## src/rtl/servo_pkg.sv

```systemverilog
// Shared types and arithmetic helpers for the servo command scheduler.
package servo_pkg;

  localparam int COORD_W_DEFAULT = 12;

  typedef logic [COORD_W_DEFAULT-1:0] coord_t;

  typedef enum logic [1:0] {
    IDLE   = 2'd0,
    STEP   = 2'd1,
    ISSUE  = 2'd2,
    SETTLE = 2'd3
  } state_e;

  function automatic int clamp_step(input int d, input int max_step);
    if (d > max_step) begin
      return max_step;
    end else if (d < -max_step) begin
      return -max_step;
    end else begin
      return d;
    end
  endfunction

  function automatic int sat_range(input int v, input int lo, input int hi);
    if (v < lo) begin
      return lo;
    end else if (v > hi) begin
      return hi;
    end else begin
      return v;
    end
  endfunction

endpackage

```

## src/rtl/servo_cmd_scheduler_if.sv

```systemverilog
// Valid/ready command bus from the scheduler to the servo pipeline.
interface servo_cmd_scheduler_if #(
  parameter int COORD_W = servo_pkg::COORD_W_DEFAULT
);
  logic               cmd_valid;
  logic               cmd_ready;
  logic [COORD_W-1:0] cmd_x;
  logic [COORD_W-1:0] cmd_y;

  modport master (output cmd_valid, output cmd_x, output cmd_y, input cmd_ready);
  modport slave  (input cmd_valid, input cmd_x, input cmd_y, output cmd_ready);
endinterface

```

## src/rtl/servo_tick_gen.sv

```systemverilog
// Free-running divider producing a one-cycle tick every TICK_DIV clocks.
module servo_tick_gen #(
  parameter int TICK_DIV = 50000
) (
  input  logic clk,
  input  logic rst,
  output logic tick_o
);
  localparam int CW = (TICK_DIV > 1) ? $clog2(TICK_DIV) : 1;

  logic [CW-1:0] cnt_q;
  logic          tick_q;

  // Counter wraps at TICK_DIV-1; the tick flop fires on the wrap.
  always_ff @(posedge clk) begin
    if (rst) begin
      cnt_q  <= '0;
      tick_q <= 1'b0;
    end else if (cnt_q == CW'(TICK_DIV - 1)) begin
      cnt_q  <= '0;
      tick_q <= 1'b1;
    end else begin
      cnt_q  <= cnt_q + CW'(1);
      tick_q <= 1'b0;
    end
  end

  assign tick_o = tick_q;
endmodule

```

## src/rtl/servo_cmd_scheduler.sv

```systemverilog
// Slews the servo command toward a goal in bounded steps, one per tick, then settles.
// Optional goal soft limits and the limit_hit output are enabled by SERVO_SOFT_LIMIT_EN.
module servo_cmd_scheduler #(
  parameter int COORD_W      = servo_pkg::COORD_W_DEFAULT,
  parameter int MAX_STEP     = 16,
  parameter int TICK_DIV     = 50000,
  parameter int SETTLE_TICKS = 4,
  parameter int HOME_X       = 2048,
  parameter int HOME_Y       = 2048
`ifdef SERVO_SOFT_LIMIT_EN
  ,
  parameter int X_MIN        = 256,
  parameter int X_MAX        = 3840,
  parameter int Y_MIN        = 256,
  parameter int Y_MAX        = 3840
`endif
) (
  input  logic                 clk,
  input  logic                 rst,
  input  logic                 tgt_valid,
  input  logic [COORD_W-1:0]   tgt_x,
  input  logic [COORD_W-1:0]   tgt_y,
  input  logic                 home_req,
  servo_cmd_scheduler_if.master cmd,
  output logic                 on_target,
  output logic                 busy
`ifdef SERVO_SOFT_LIMIT_EN
  ,
  output logic                 limit_hit
`endif
);
  import servo_pkg::*;

  localparam int SW = $clog2(SETTLE_TICKS + 1);
`ifdef SERVO_SOFT_LIMIT_EN
  localparam int HOME_X_EFF = sat_range(HOME_X, X_MIN, X_MAX);
  localparam int HOME_Y_EFF = sat_range(HOME_Y, Y_MIN, Y_MAX);
`else
  localparam int HOME_X_EFF = HOME_X;
  localparam int HOME_Y_EFF = HOME_Y;
`endif
  localparam logic [COORD_W-1:0] HOME_XC = COORD_W'(HOME_X_EFF);
  localparam logic [COORD_W-1:0] HOME_YC = COORD_W'(HOME_Y_EFF);

  state_e               state_q;
  logic [COORD_W-1:0]   cur_x_q, cur_y_q, goal_x_q, goal_y_q, cmd_x_q, cmd_y_q;
  logic                 cmd_valid_q, on_target_q, limit_hit_q;
  logic [SW-1:0]        settle_q;
  logic                 tick_s, goal_wr_s, goal_chg_s, clip_s;
  logic [COORD_W-1:0]   raw_x_s, raw_y_s, goal_x_d, goal_y_d, next_x_d, next_y_d;
  logic signed [COORD_W:0] dx_s, dy_s;

  servo_tick_gen #(.TICK_DIV(TICK_DIV)) u_tick (
    .clk    (clk),
    .rst    (rst),
    .tick_o (tick_s)
  );

  // Candidate goal: home wins over an explicit target, optionally saturated.
  always_comb begin
    goal_wr_s = home_req | tgt_valid;
    raw_x_s   = home_req ? COORD_W'(HOME_X) : tgt_x;
    raw_y_s   = home_req ? COORD_W'(HOME_Y) : tgt_y;
`ifdef SERVO_SOFT_LIMIT_EN
    goal_x_d  = COORD_W'(sat_range(int'(raw_x_s), X_MIN, X_MAX));
    goal_y_d  = COORD_W'(sat_range(int'(raw_y_s), Y_MIN, Y_MAX));
`else
    goal_x_d  = raw_x_s;
    goal_y_d  = raw_y_s;
`endif
    clip_s     = goal_wr_s && ((goal_x_d != raw_x_s) || (goal_y_d != raw_y_s));
    goal_chg_s = goal_wr_s && ((goal_x_d != goal_x_q) || (goal_y_d != goal_y_q));
  end

  // Next step: the signed distance is one bit wider so it never wraps.
  always_comb begin
    dx_s     = $signed({1'b0, goal_x_q}) - $signed({1'b0, cur_x_q});
    dy_s     = $signed({1'b0, goal_y_q}) - $signed({1'b0, cur_y_q});
    next_x_d = COORD_W'(int'(cur_x_q) + clamp_step(int'(dx_s), MAX_STEP));
    next_y_d = COORD_W'(int'(cur_y_q) + clamp_step(int'(dy_s), MAX_STEP));
  end

  // Scheduler FSM with goal register and registered bus outputs.
  always_ff @(posedge clk) begin
    if (rst) begin
      state_q     <= ISSUE;
      cur_x_q     <= HOME_XC;
      cur_y_q     <= HOME_YC;
      goal_x_q    <= HOME_XC;
      goal_y_q    <= HOME_YC;
      cmd_x_q     <= HOME_XC;
      cmd_y_q     <= HOME_YC;
      cmd_valid_q <= 1'b1;
      on_target_q <= 1'b0;
      settle_q    <= '0;
      limit_hit_q <= 1'b0;
    end else begin
      if (goal_wr_s) begin
        goal_x_q <= goal_x_d;
        goal_y_q <= goal_y_d;
      end
      limit_hit_q <= clip_s;
      case (state_q)
        IDLE: begin
          if ((cur_x_q != goal_x_q) || (cur_y_q != goal_y_q)) begin
            state_q     <= STEP;
            on_target_q <= 1'b0;
          end else begin
            on_target_q <= 1'b1;
          end
        end
        STEP: begin
          if (tick_s) begin
            if ((cur_x_q == goal_x_q) && (cur_y_q == goal_y_q)) begin
              state_q  <= SETTLE;
              settle_q <= '0;
            end else begin
              cmd_x_q     <= next_x_d;
              cmd_y_q     <= next_y_d;
              cmd_valid_q <= 1'b1;
              state_q     <= ISSUE;
            end
          end
        end
        ISSUE: begin
          if (cmd_valid_q && cmd.cmd_ready) begin
            cur_x_q     <= cmd_x_q;
            cur_y_q     <= cmd_y_q;
            cmd_valid_q <= 1'b0;
            if ((cmd_x_q == goal_x_q) && (cmd_y_q == goal_y_q)) begin
              state_q  <= SETTLE;
              settle_q <= '0;
            end else begin
              state_q <= STEP;
            end
          end
        end
        SETTLE: begin
          // A goal that moved away from cur restarts the approach.
          if ((cur_x_q != goal_x_q) || (cur_y_q != goal_y_q)) begin
            state_q  <= STEP;
            settle_q <= '0;
          end else if (tick_s) begin
            if (settle_q == SW'(SETTLE_TICKS - 1)) begin
              state_q     <= IDLE;
              on_target_q <= 1'b1;
            end else begin
              settle_q <= settle_q + SW'(1);
            end
          end
        end
        default: begin
          state_q     <= IDLE;
          cmd_valid_q <= 1'b0;
          on_target_q <= 1'b0;
        end
      endcase
      if (goal_chg_s) begin
        on_target_q <= 1'b0;
      end
    end
  end

  assign cmd.cmd_valid = cmd_valid_q;
  assign cmd.cmd_x     = cmd_x_q;
  assign cmd.cmd_y     = cmd_y_q;
  assign on_target     = on_target_q;
  assign busy          = (state_q != IDLE);
`ifdef SERVO_SOFT_LIMIT_EN
  assign limit_hit     = limit_hit_q;
`endif
endmodule

```

## src/flat_wrapper.sv

```systemverilog
// flat-port wrapper written by rule: the top's interface ports become plain ports
module servo_cmd_scheduler_flat import servo_pkg::*;
#(
  parameter int COORD_W      = servo_pkg::COORD_W_DEFAULT,
  parameter int MAX_STEP     = 16,
  parameter int TICK_DIV     = 50000,
  parameter int SETTLE_TICKS = 4,
  parameter int HOME_X       = 2048,
  parameter int HOME_Y       = 2048

)
  (clk, rst, tgt_valid, tgt_x, tgt_y, home_req, on_target, busy, cmd_cmd_valid, cmd_cmd_x, cmd_cmd_y, cmd_cmd_ready);
  servo_cmd_scheduler_if #(.COORD_W(COORD_W)) cmd_i ();
  input  logic clk;
  input  logic rst;
  input  logic tgt_valid;
  input  logic [COORD_W-1:0] tgt_x;
  input  logic [COORD_W-1:0] tgt_y;
  input  logic home_req;
  output logic on_target;
  output logic busy;
  output wire logic [$bits(cmd_i.cmd_valid)-1:0] cmd_cmd_valid;
  output wire logic [$bits(cmd_i.cmd_x)-1:0] cmd_cmd_x;
  output wire logic [$bits(cmd_i.cmd_y)-1:0] cmd_cmd_y;
  input wire logic [$bits(cmd_i.cmd_ready)-1:0] cmd_cmd_ready;
  assign cmd_cmd_valid = cmd_i.cmd_valid;
  assign cmd_cmd_x = cmd_i.cmd_x;
  assign cmd_cmd_y = cmd_i.cmd_y;
  assign cmd_i.cmd_ready = cmd_cmd_ready;
  servo_cmd_scheduler #(.COORD_W(COORD_W), .MAX_STEP(MAX_STEP), .TICK_DIV(TICK_DIV), .SETTLE_TICKS(SETTLE_TICKS), .HOME_X(HOME_X), .HOME_Y(HOME_Y)) u_core (.clk(clk), .rst(rst), .tgt_valid(tgt_valid), .tgt_x(tgt_x), .tgt_y(tgt_y), .home_req(home_req), .cmd(cmd_i), .on_target(on_target), .busy(busy));
endmodule
```

## config.mk

```make
export PLATFORM = sky130hd
export DESIGN_NAME = servo_cmd_scheduler_flat
export DESIGN_NICKNAME = d
export VERILOG_FILES = /design/src/rtl/servo_pkg.sv /design/src/rtl/servo_cmd_scheduler_if.sv /design/src/rtl/servo_tick_gen.sv /design/src/rtl/servo_cmd_scheduler.sv /design/src/flat_wrapper.sv
export SDC_FILE = /design/constraint.sdc
export NUM_CORES = 1
export LEC_CHECK = 0
export CELL_PAD_IN_SITES_DETAIL_PLACEMENT = 0
export CELL_PAD_IN_SITES_GLOBAL_PLACEMENT = 1
export CORE_ASPECT_RATIO = 2
export CORE_MARGIN = 1.5
export CORE_UTILIZATION = 45
export CTS_BUF_LIST = sky130_fd_sc_hd__clkbuf_16
export DETAILED_ROUTE_END_ITERATION = 8
export GPL_TIMING_DRIVEN = 0
export PLACE_DENSITY_LB_ADDON = 0.15
export SETUP_SLACK_MARGIN = 0.5
export SLEW_MARGIN = 20
export SYNTH_ARGS = -nofsm -noshare
export SYNTH_HDL_FRONTEND = slang
export SYNTH_HIERARCHICAL = 1
export SYNTH_SLANG_ARGS = --single-unit
```

## constraint.sdc

```tcl
create_clock -name clk -period 5.45 [get_ports clk]
set_clock_uncertainty 0.2 [all_clocks]
set_input_delay 0.8175 -clock clk [delete_from_list [all_inputs] [get_ports clk]]
set_output_delay 0.8175 -clock clk [all_outputs]
set_load 0.02 [all_outputs]
```

==> insert_results.sql <==
INSERT INTO impl_metrics (metric_group, metric, value, unit) VALUES
('run_status', 'outcome', 'completed', ''),
('pwr', 'share_clk_of_total_power', '31.8', '%'),
('yosys', 'netlist.top_cell.by_area', 'sky130_fd_sc_hd__dfxtp_1', ''),
('critical_path', 'crit_path_max_fanout', '8', ''),
('critical_path', 'critPathTopFamily', 'compound AO/OA/AOI/OAI gates', ''),
('yosys', 'synth.ff_latch_count', '96', ''),
('floorplanning', 'initial_utilization', '45.6', '%'),
('grt', 'grt_antenna_before_repair', '0', ''),
('critical_path', 'critical_path_required', '5.53', 'ns'),
('floorplanning', 'floorplan.io_pins', '56', ''),
('sta', 'report.final.slew_viol_count', '0', ''),
('routing', 'route.antenna.remaining_nets', '0', ''),
('pwr', 'worst_vdd_rail_ir_drop', '0.197', 'mV'),
('floorplanning', 'core_region_area', '15700', 'µm²'),
('place', 'port-buffer-count', '54', ''),
('sta', 'timing.final.crit_period', '4.79', 'ns'),
('clock_tree', 'clock_path_buffers', '2', ''),
('yosys', 'combinational_family_with_the_most_area_after_synthesis', 'simple AND/OR/NAND/NOR gates', ''),
('routing', 'routed_wire_length_per_instance', '20.5', 'µm'),
('pwr', 'switching_share', '33.5', '%'),
('routing', 'dr.pass1.iters', '5', ''),
('sta', 'normalized_max_slew_margin', '44.8', '%'),
('yosys', 'synth.yosys.seq_area_share', '26.9', '%'),
('yosys', 'synthSimpleGateAreaFrac', '25.6', '%'),
('yosys', 'synth_edf_count', '0', ''),
('yosys', 'syn_inst', '894', ''),
('routing', 'drc', '0', ''),
('pwr', 'sequentialPowerShare', '38.0', '%'),
('yosys', 'complex_gate_fraction_of_the_synthesized_area', '19.3', '%'),
('clock_tree', 'cts.sinks', '96', ''),
('finish', 'antenna_cells', '0', ''),
('clock_tree', 'cts_inserted_buffers', '9', ''),
('sta', 'max_slew.worst_pin.slew', '0.829', 'ns'),
('yosys', 'mappedNetlistNets', '976', ''),
('critical_path', 'category_of_the_worst_setup_path_capture_point', 'register', ''),
('sta', 'setup_tns', '0', 'ns'),
('routing', 'via_count', '6863', ''),
('yosys', 'synthDominantCellAreaShare', '26.9', '%'),
('critical_path', 'reg2reg_setup_slack', '0.66', 'ns'),
('clock_tree', 'cts-root-buf', 'sky130_fd_sc_hd__clkbuf_16', ''),
('critical_path', 'critical_path.cell_chain', 'inv_1, ha_1, fa_1, nand2b_4, a211oi_4, o21a_1, buf_6, xnor2_2, nand4_1, or4_4, a21bo_1, ha_1, or3_1, o21ai_0, a21oi_2, a2111oi_4, xnor2_1, nand2_1, a21oi_1', ''),
('yosys', 'synth_area', '7150', 'µm²'),
('yosys', 'synth_warnings', '6', ''),
('clock_tree', 'cts-htree-levels', '3', ''),
('sta', 'grt_setup_unrepaired', 'no', ''),
('grt', 'groute.usage.overall', '28.8', '%'),
('critical_path', 'crit_buf_inv', '2', ''),
('critical_path', 'timing.critical_path.slowest_cell_delay', '0.55', 'ns'),
('sta', 'whs', '0.266', 'ns'),
('sta', 'final_min_period_over_clock_period', '87.9', '%'),
('routing', 'detail_route.wirelength', '24100', 'µm'),
('place', 'gp_congestion', '0.870', ''),
('sta', 'achievable-frequency', '0.209', 'GHz'),
('floorplanning', 'placementRows', '65', ''),
('critical_path', 'worst_path_most_repeated_cell', 'sky130_fd_sc_hd__ha_1', ''),
('floorplanning', 'horiz_die_dim', '92.1', 'µm'),
('finish', 'area.growth.synth_to_final', '19.2', '%'),
('pwr', 'internal_power', '0.00130', 'W'),
('grt', 'grt_max_degree', '15', ''),
('finish', 'layout-drive-gt1-share', '10.2', '%'),
('yosys', 'yosys-top-cells-count', 'sky130_fd_sc_hd__nand2_1 (110), sky130_fd_sc_hd__dfxtp_1 (96), sky130_fd_sc_hd__nor2_1 (78), sky130_fd_sc_hd__a21oi_1 (77), sky130_fd_sc_hd__xnor2_1 (57)', ''),
('yosys', 'synth-xor-area-share', '9.90', '%'),
('flow_run', 'drv.max_cap_violation_count', '0', ''),
('grt', 'grt_first_pass_wirelength', '36200', 'µm'),
('grt', 'first_global_vias', '6691', ''),
('critical_path', 'arrival', '4.87', 'ns'),
('floorplanning', 'die_y', '181', 'µm'),
('floorplanning', 'floorplan.die_area', '16700', 'µm²'),
('yosys', 'synth_top_cells_by_area', 'sky130_fd_sc_hd__dfxtp_1 (27%), sky130_fd_sc_hd__ha_1 (8.6%), sky130_fd_sc_hd__xnor2_1 (7.0%), sky130_fd_sc_hd__nand2_1 (5.8%), sky130_fd_sc_hd__a21oi_1 (5.4%)', ''),
('sta', 'final_hold_viol_count', '0', ''),
('sta', 'report.final.setup_viol', '0', '');
cell type report:
type,count,area [µm²]
multi-input cells,712,5120
plain buffers,36,163
clock buffers,9,225
flip-flops and latches,96,1930
fillers,1616,7170
inverters,50,188
clock inverters,7,53.8
repair buffers,61,593
well taps,201,251
cells by family after synthesis:
| group | count (synthesis) |
|---|---|
| DFF | 96 |
| muxes | 27 |
| buffers and inverters | 86 |
| xor gates and xnor gates | 80 |
| AOI/OAI and AO/OA | 201 |
| adders and majority gates | 53 |
| and+or+nand+nor | 351 |
metrics by stage:
step,cell area (µm²),setup slack (ns)
global placement,7940,-0.114
global route,8530,0.423
floorplan,7150,0.831
finish,8530,0.660
detailed placement,7940,-0.141
CTS,8380,0.503
worst reg2reg max path: cells and delay by family, from the launching register on:
family | cells | cell delay (ns)
AOI/OAI and AO/OA | 7 | 1.44
xor gates and xnor gates | 2 | 0.31
adders and majority gates | 3 | 0.93
buffers and inverters | 2 | 0.21
DFF | 1 | 0.39
and+or+nand+nor | 5 | 1.25
layout by cell type (no fill, tap or decap), types with 8 or more instances in the layout:
cell type / Yosys / routed
sky130_fd_sc_hd__nand4_1: 20 / 20
sky130_fd_sc_hd__nor2_2: 11 / 12
sky130_fd_sc_hd__nand2b_1: 11 / 9
sky130_fd_sc_hd__clkbuf_1: 30 / 30
sky130_fd_sc_hd__clkbuf_16: 0 / 9
sky130_fd_sc_hd__nand2_1: 110 / 110
sky130_fd_sc_hd__a21oi_2: 0 / 9
sky130_fd_sc_hd__a21o_1: 14 / 14
sky130_fd_sc_hd__nor3_1: 21 / 21
sky130_fd_sc_hd__mux2i_1: 26 / 26
sky130_fd_sc_hd__o21ai_0: 17 / 14
sky130_fd_sc_hd__nor2b_1: 8 / 8
sky130_fd_sc_hd__xnor2_1: 57 / 56
sky130_fd_sc_hd__inv_1: 50 / 51
sky130_fd_sc_hd__a211oi_1: 14 / 10
sky130_fd_sc_hd__a21oi_1: 77 / 66
sky130_fd_sc_hd__nor2_1: 78 / 77
sky130_fd_sc_hd__ha_1: 49 / 43
sky130_fd_sc_hd__o32ai_1: 10 / 10
sky130_fd_sc_hd__nor4_1: 10 / 9
sky130_fd_sc_hd__and3_1: 9 / 9
sky130_fd_sc_hd__xor2_1: 22 / 22
sky130_fd_sc_hd__a31oi_1: 13 / 13
sky130_fd_sc_hd__clkdlybuf4s50_1: 0 / 54
sky130_fd_sc_hd__a221oi_1: 11 / 11
sky130_fd_sc_hd__dfxtp_1: 96 / 88
sky130_fd_sc_hd__nand3_1: 25 / 25
flip-flops by register name, summed over array words and instances, names as in the netlist, 2 cells and up:
signal,flops
u_core/cmd.cmd_y,12
u_core/cur_y_q,12
u_core/state_q,2
u_core/cmd.cmd_x,12
u_core/goal_y_q,12
u_core/settle_q,3
u_core/u_tick/cnt_q,16
u_core/goal_x_q,12
u_core/cur_x_q,12
metal layers:
| layer | routed length (µm) | global-route usage [%] | part of all wire [%] | up-vias |
|---|---|---|---|---|
| li1 | - | - | - | 3374 |
| met1 | 8420 | 27.3 | 35 | 3300 |
| met2 | 13700 | 57.4 | 57 | 132 |
| met3 | 584 | 2.95 | 2.4 | 57 |
| met4 | 1390 | 16.9 | 5.8 | 0 |
| met5 | 0 | 0 | 0 | - |
final timing paths:
kind	start	to	cells past startpoint
setup / recovery	u_core/goal_y_q[0]	u_core/cmd.cmd_y[9]	19
setup reg to reg	u_core/goal_y_q[0]	u_core/cmd.cmd_y[9]	19
hold / removal	u_core/settle_q[2]	u_core/settle_q[2]	2
hold reg to reg	u_core/settle_q[2]	u_core/settle_q[2]	2
what timing repair did:
item | 4_1_cts | 5_1_grt
pin swaps | 9 | 16
setup buffers | 4 | 3
setup endpoints to repair | 15 | 13
hold buffers | 0 | 0
resized for setup | 31 | 30
power groups by stage:
stage               clock network, W  registers (W)  logic [W]
floorplan                          0       0.000750   0.000394
global placement                   0       0.000758   0.000554
detailed placement                 0       0.000758   0.000557
CTS                         0.000634       0.000742   0.000579
global route                0.000660       0.000744   0.000641
finish                      0.000622       0.000742   0.000590
Note: power is estimated with default switching activity, not from simulation.
